<file path="config.mk">
export PLATFORM = sky130hd
export DESIGN_NAME = mode_key_ctrl
export DESIGN_NICKNAME = d
export VERILOG_FILES = /design/src/rtl/mode_key_ctrl.sv
export SDC_FILE = /design/constraint.sdc
export NUM_CORES = 1
export LEC_CHECK = 0
export ABC_AREA = 0
export BUFFER_PORTS_ARGS = -buffer_cell sky130_fd_sc_hd__buf_2
export CAP_MARGIN = 25
export CELL_PAD_IN_SITES_DETAIL_PLACEMENT = 1
export CELL_PAD_IN_SITES_GLOBAL_PLACEMENT = 2
export CORE_MARGIN = 10
export CORE_UTILIZATION = 39
export CTS_BUF_LIST = sky130_fd_sc_hd__clkbuf_8 sky130_fd_sc_hd__clkbuf_16
export CTS_CLUSTER_SIZE = 8
export DETAILED_ROUTE_END_ITERATION = 12
export PLACE_DENSITY = 0.86
export SYNTH_ARGS = -nofsm -noshare
export SYNTH_HDL_FRONTEND = slang
export SYNTH_SLANG_ARGS = --single-unit
</file>
<file path="constraint.sdc">
create_clock -name clk -period 2.4 [get_ports clk]
set_input_delay 0.24 -clock clk [delete_from_list [all_inputs] [get_ports clk]]
set_output_delay 0.24 -clock clk [all_outputs]
set_load 0.05 [all_outputs]
</file>
<file path="src/rtl/mode_key_ctrl.sv">
// Front-panel mode controller: two debounced push-buttons drive the
// OFFLINE / RUN / SET operating-mode state machine.

module mode_key_debounce #(
    parameter int unsigned DEBOUNCE_CYCLES = 1000000
) (
    input  logic clk,
    input  logic rst,
    input  logic key,
    output logic press
);
    localparam int DW = $clog2(DEBOUNCE_CYCLES + 1);
    localparam logic [DW-1:0] D_LAST = DW'(DEBOUNCE_CYCLES - 1);

    logic          sync_a;
    logic          sync_b;
    logic          level;
    logic [DW-1:0] cnt;

    always_ff @(posedge clk) begin
        if (rst) begin
            sync_a <= 1'b0;
            sync_b <= 1'b0;
            level  <= 1'b0;
            cnt    <= '0;
            press  <= 1'b0;
        end else begin
            sync_a <= key;
            sync_b <= sync_a;
            press  <= 1'b0;
            if (sync_b == level) begin
                cnt <= '0;
            end else if (cnt == D_LAST) begin
                // Flip on the edge that would make the count reach DEBOUNCE_CYCLES.
                level <= sync_b;
                cnt   <= '0;
                press <= sync_b;
            end else begin
                cnt <= cnt + DW'(1);
            end
        end
    end
endmodule

// state      | meaning
// ST_OFFLINE | system offline, only the online key is honoured
// ST_RUN     | normal operation
// ST_SET     | editing duration field set_sel, timeout running
module mode_key_ctrl #(
    parameter int unsigned DEBOUNCE_CYCLES = 1000000,
    parameter int unsigned TIMEOUT_CYCLES  = 1000000000
) (
    input  logic       clk,
    input  logic       rst,
    input  logic       key_online,
    input  logic       key_set,
    output logic       online,
    output logic       set,
    output logic [1:0] set_sel,
    output logic       set_done,
    output logic       set_abort
);
    localparam int TW = $clog2(TIMEOUT_CYCLES + 1);
    localparam logic [TW-1:0] T_LAST = TW'(TIMEOUT_CYCLES - 1);

    typedef enum logic [1:0] {
        ST_OFFLINE = 2'd0,
        ST_RUN     = 2'd1,
        ST_SET     = 2'd2
    } state_t;

    state_t        state_q, state_d;
    logic [1:0]    sel_q, sel_d;
    logic [TW-1:0] tcnt_q, tcnt_d;
    logic          done_d, abort_d;
    logic          press_online, press_set;

    mode_key_debounce #(.DEBOUNCE_CYCLES(DEBOUNCE_CYCLES)) u_db_online (
        .clk   (clk),
        .rst   (rst),
        .key   (key_online),
        .press (press_online)
    );

    mode_key_debounce #(.DEBOUNCE_CYCLES(DEBOUNCE_CYCLES)) u_db_set (
        .clk   (clk),
        .rst   (rst),
        .key   (key_set),
        .press (press_set)
    );

    always_ff @(posedge clk) begin
        if (rst) begin
            state_q   <= ST_OFFLINE;
            sel_q     <= 2'd0;
            tcnt_q    <= '0;
            online    <= 1'b0;
            set       <= 1'b0;
            set_sel   <= 2'd0;
            set_done  <= 1'b0;
            set_abort <= 1'b0;
        end else begin
            state_q   <= state_d;
            sel_q     <= sel_d;
            tcnt_q    <= tcnt_d;
            online    <= (state_d != ST_OFFLINE);
            set       <= (state_d == ST_SET);
            set_sel   <= sel_d;
            set_done  <= done_d;
            set_abort <= abort_d;
        end
    end

    // The online key always takes priority; a set press beats the timeout.
    always_comb begin
        state_d = state_q;
        sel_d   = sel_q;
        tcnt_d  = tcnt_q;
        done_d  = 1'b0;
        abort_d = 1'b0;
        case (state_q)
            ST_OFFLINE: begin
                sel_d  = 2'd0;
                tcnt_d = '0;
                if (press_online) state_d = ST_RUN;
            end
            ST_RUN: begin
                sel_d  = 2'd0;
                tcnt_d = '0;
                if (press_online)   state_d = ST_OFFLINE;
                else if (press_set) state_d = ST_SET;
            end
            ST_SET: begin
                if (press_online) begin
                    state_d = ST_OFFLINE;
                    sel_d   = 2'd0;
                    tcnt_d  = '0;
                    abort_d = 1'b1;
                end else if (press_set) begin
                    tcnt_d = '0;
                    if (sel_q == 2'd2) begin
                        state_d = ST_RUN;
                        sel_d   = 2'd0;
                        done_d  = 1'b1;
                    end else begin
                        sel_d = sel_q + 2'd1;
                    end
                end else if (tcnt_q == T_LAST) begin
                    state_d = ST_RUN;
                    sel_d   = 2'd0;
                    tcnt_d  = '0;
                    abort_d = 1'b1;
                end else begin
                    tcnt_d = tcnt_q + TW'(1);
                end
            end
            default: begin
                state_d = ST_OFFLINE;
                sel_d   = 2'd0;
                tcnt_d  = '0;
            end
        endcase
    end
endmodule

</file>
==> results.py <==
metrics = {
    "clock_network": {
        "clk_pin_slew_worst_paths_ns": 0.08,
        "clock_latency_ns": 0.35,
        "cts_tree": "done",
        "cts-buffers-inserted": 9,
        "h-tree-depth": 3,
        "clock-sinks": 86,
        "ctsRootBufferMaster": "clkbuf_8",
        "ctsHoldBuffers": 0,
        "post_cts_resized": 0,
        "cts_buffer_depth": 2,
        "cts_setup_buffers": 0,
    },
    "routing": {
        "wirelength_mm": 7.997,
        "vias": 2857,
        "drc": 0,
        "vias_per_cell": 5.048,
        "avgRoutedWirePerCell_microns": 14.13,
        "drtAntennaViolNets": 0,
        "drt_pre_antenna_iters": 4,
        "drtIter0Drc": 151,
    },
    "synthesis": {
        "netlist_area_sq_um": 3727,
        "ys_warn_count": 0,
        "synthCells": 415,
        "synth_cell_types": 41,
        "synth-seq-cells": 86,
        "synth_edf_count": 0,
        "ys_async_sr_fraction": 0,
        "ys.flop_type": "dfxtp_1",
        "synth-seq-area-share": 0.4619,
        "syn_area_per_cell_sq_um": 8.982,
        "syn_nets": 422,
    },
    "worst_setup_path": {
        "start_kind": "flop",
        "slowest_stage": "dfxtp_1",
        "path_buf_inv": 0,
        "ff2ff_path_depth": 6,
        "critical_path.top_delay_family": "simple AND/OR/NAND/NOR gates",
        "path_cells": "ha_1, nand4_4, nor4_2, nand4_2, nand2b_4, a311oi_1",
        "critPathMaxStageDelay_ns": 0.42,
        "timing.rr.start": "tcnt_q[0]$_SDFF_PP0_",
        "rrSetupSlack_ns": 0.42,
        "cp.required_ns": 2.66,
        "end_kind": "flop",
        "r2r_end": "state_q[0]$_SDFF_PP0_",
        "path_class": "reg2reg",
        "worstPathArrival_ns": 2.24,
        "crit_fanout": 6,
    },
    "global_route": {
        "grt_pass1_wl_mm": 14.08,
        "antenna_found_initial": 0,
        "grt.overflow.total": 0,
        "grt_max_degree": 29,
        "grt_pass1_vias": 3001,
        "track_usage": 0.1198,
    },
    "timing": {
        "min_period_over_period": 0.8246,
        "post-route-min-period_ns": 1.979,
        "relSlewSlack": 0.6318,
        "setup_tns_ns": 0,
        "clock_skew_ns": 0.009627,
        "fin_hold_ws_ns": 0.1266,
        "final_max_slew_viol_count": 0,
        "setup_viol": 0,
        "grt_setup_unrepaired": "false",
        "max_freq_mhz": 505.3,
        "hold_violations": 0,
        "tightest_slew_ns": 0.5482,
        "layout_setup_ws_ns": 0.4210,
    },
    "layout": {
        "fin_nets": 439,
        "antenna_cells": 0,
        "layout_common_cells": "nor2_1 (93), dfxtp_1 (86), xor2_1 (51), nand3_1 (34), nand2_1 (27)",
        "multi_input_area_sq_um": 1919,
        "area_growth_syn_to_layout_pct": 11.48,
        "fillers": 1121,
        "drive_gt1_frac": 0.09840,
        "area.sequential_sq_um": 1722,
        "final_common_cell": "nor2_1",
    },
    "hold_path": {
        "hold_class": "in2reg",
        "hp-start": "key_online",
        "min_to": "u_db_online.sync_a$_SDFF_PP0_",
        "whs_path_depth": 2,
    },
    "die": {
        "start_util": 0.4015,
        "num_rows": 35,
        "die_h_microns": 117.8,
        "die_w_microns": 117.8,
        "die_area_sq_um": 13870,
        "ios": 10,
        "core-area_sq_um": 9284,
    },
    "power_and_ir_drop": {
        "leakagePower_nw": 1.422,
        "powerDensity_nw_per_um2": 610.5,
        "ir_worst_vdd_mv": 0.3209,
    },
    "placed_design": {
        "place_hpwl_mm": 5.713,
        "io_buffers": 9,
        "gp_congestion": 0.7698,
        "place_ws_ns": 0.4306,
    },
    "job": {
        "cap_viol_max_count": 0,
    },
    "status": {
        "status": "complete, no violations",
    },
}
==> registers in the layout (all words and copies together), names as in the netlist <==
name and flops:
tcnt_q 30, set_abort 1, u_db_online.level 1, set_done 1
u_db_online.sync_a 1, u_db_online.sync_b 1, online 1, set 1
state_q 2, u_db_set.sync_a 1, sel_q 2, u_db_online.press 1
u_db_set.cnt 20, u_db_set.sync_b 1, u_db_online.cnt 20, u_db_set.press 1
u_db_set.level 1
==> per-stage QoR <==
step                      cell area (sq um)  std cells  power (W)  utilization
after floorplan                        3727        415   0.001477            -
after global placement                 3935        550   0.001485       0.4239
after detailed placement               3935        550   0.001487       0.4239
after CTS                              4155        566   0.002576       0.4476
after global routing                   4155        566   0.002638       0.4476
final                                  4155        566   0.002537       0.4476
==> kinds of logic (layout without fill, tap and decap cells) <==
group,after synthesis,in the layout,synth area share
compound gates,10,10,0.01679
flops,86,86,0.4619
xor+xnor,67,67,0.1574
fa+ha+maj,3,3,0.01007
simple gates,230,230,0.3253
buf+inv,17,39,0.02316
mux,2,2,0.005371
==> worst max path at each step <==
stage	start	end	cells after the start
2_1_floorplan	tcnt_q[0]$_SDFF_PP0_	tcnt_q[16]$_SDFF_PP0_	7
3_3_place_gp	tcnt_q[0]$_SDFF_PP0_	state_q[0]$_SDFF_PP0_	6
3_5_place_dp	tcnt_q[0]$_SDFF_PP0_	state_q[0]$_SDFF_PP0_	6
4_1_cts	tcnt_q[0]$_SDFF_PP0_	state_q[0]$_SDFF_PP0_	6
5_1_grt	tcnt_q[0]$_SDFF_PP0_	tcnt_q[24]$_SDFF_PP0_	6
6_report	tcnt_q[0]$_SDFF_PP0_	state_q[0]$_SDFF_PP0_	6
==> synthesized netlist by cell type (3+ instances only) <==
| master | n | area share |
|---|---|---|
| nor4_1 | 4 | 0.0067 |
| nor4b_1 | 7 | 0.016 |
| nor4_2 | 3 | 0.010 |
| and3_1 | 9 | 0.015 |
| a31oi_1 | 3 | 0.0050 |
| xnor2_1 | 16 | 0.038 |
| nor2_1 | 93 | 0.094 |
| nand2_1 | 27 | 0.027 |
| nor3_1 | 6 | 0.0081 |
| nand4_1 | 19 | 0.032 |
| nor2b_1 | 5 | 0.0084 |
| and2_1 | 3 | 0.0050 |
| buf_2 | 3 | 0.0040 |
| and4_1 | 3 | 0.0071 |
| ha_1 | 3 | 0.010 |
| inv_1 | 8 | 0.0081 |
| buf_4 | 3 | 0.0060 |
| xor2_1 | 51 | 0.12 |
| dfxtp_1 | 86 | 0.46 |
| nand3_1 | 34 | 0.046 |
==> report_power, final <==
part | internal, W | switching, W | leakage (nW) | total (W)
clock network | 0.000592 | 0.000493 | 0.113 | 0.00108
registers | 0.00143 | 0.00000301 | 0.693 | 0.00143
logic | 0.00000774 | 0.0000120 | 0.616 | 0.0000198
total | 0.00203 | 0.000508 | 1.42 | 0.00254
==> worst register-to-register path, stage by stage, from the launching register on <==
cell and delay (ns):
dfxtp_1 0.42, ha_1 0.31, nand4_4 0.16, nor4_2 0.30, nand4_2 0.24, nand2b_4 0.22
a311oi_1 0.24
==> metal layers <==
metal  routed length (microns)  share of wire  vias to the layer above  track usage
met5                         0              0                        -            0
met4                       160          0.020                        0      0.05951
met3                       130          0.016                       11      0.02110
met2                      3689           0.46                       20       0.1976
met1                      4017           0.50                     1383       0.1464
li1                          -              -                     1443            -
==> cell type report <==
class / instances / area share
multi-input cells: 312 / 0.4619
flip-flops and latches: 86 / 0.4143
clock buffers: 13 / 0.04306
well taps: 129 / 0.03884
repair buffers: 15 / 0.02469
clock inverters: 3 / 0.009937
inverters: 8 / 0.007227
(Power assumes the default switching activity.)
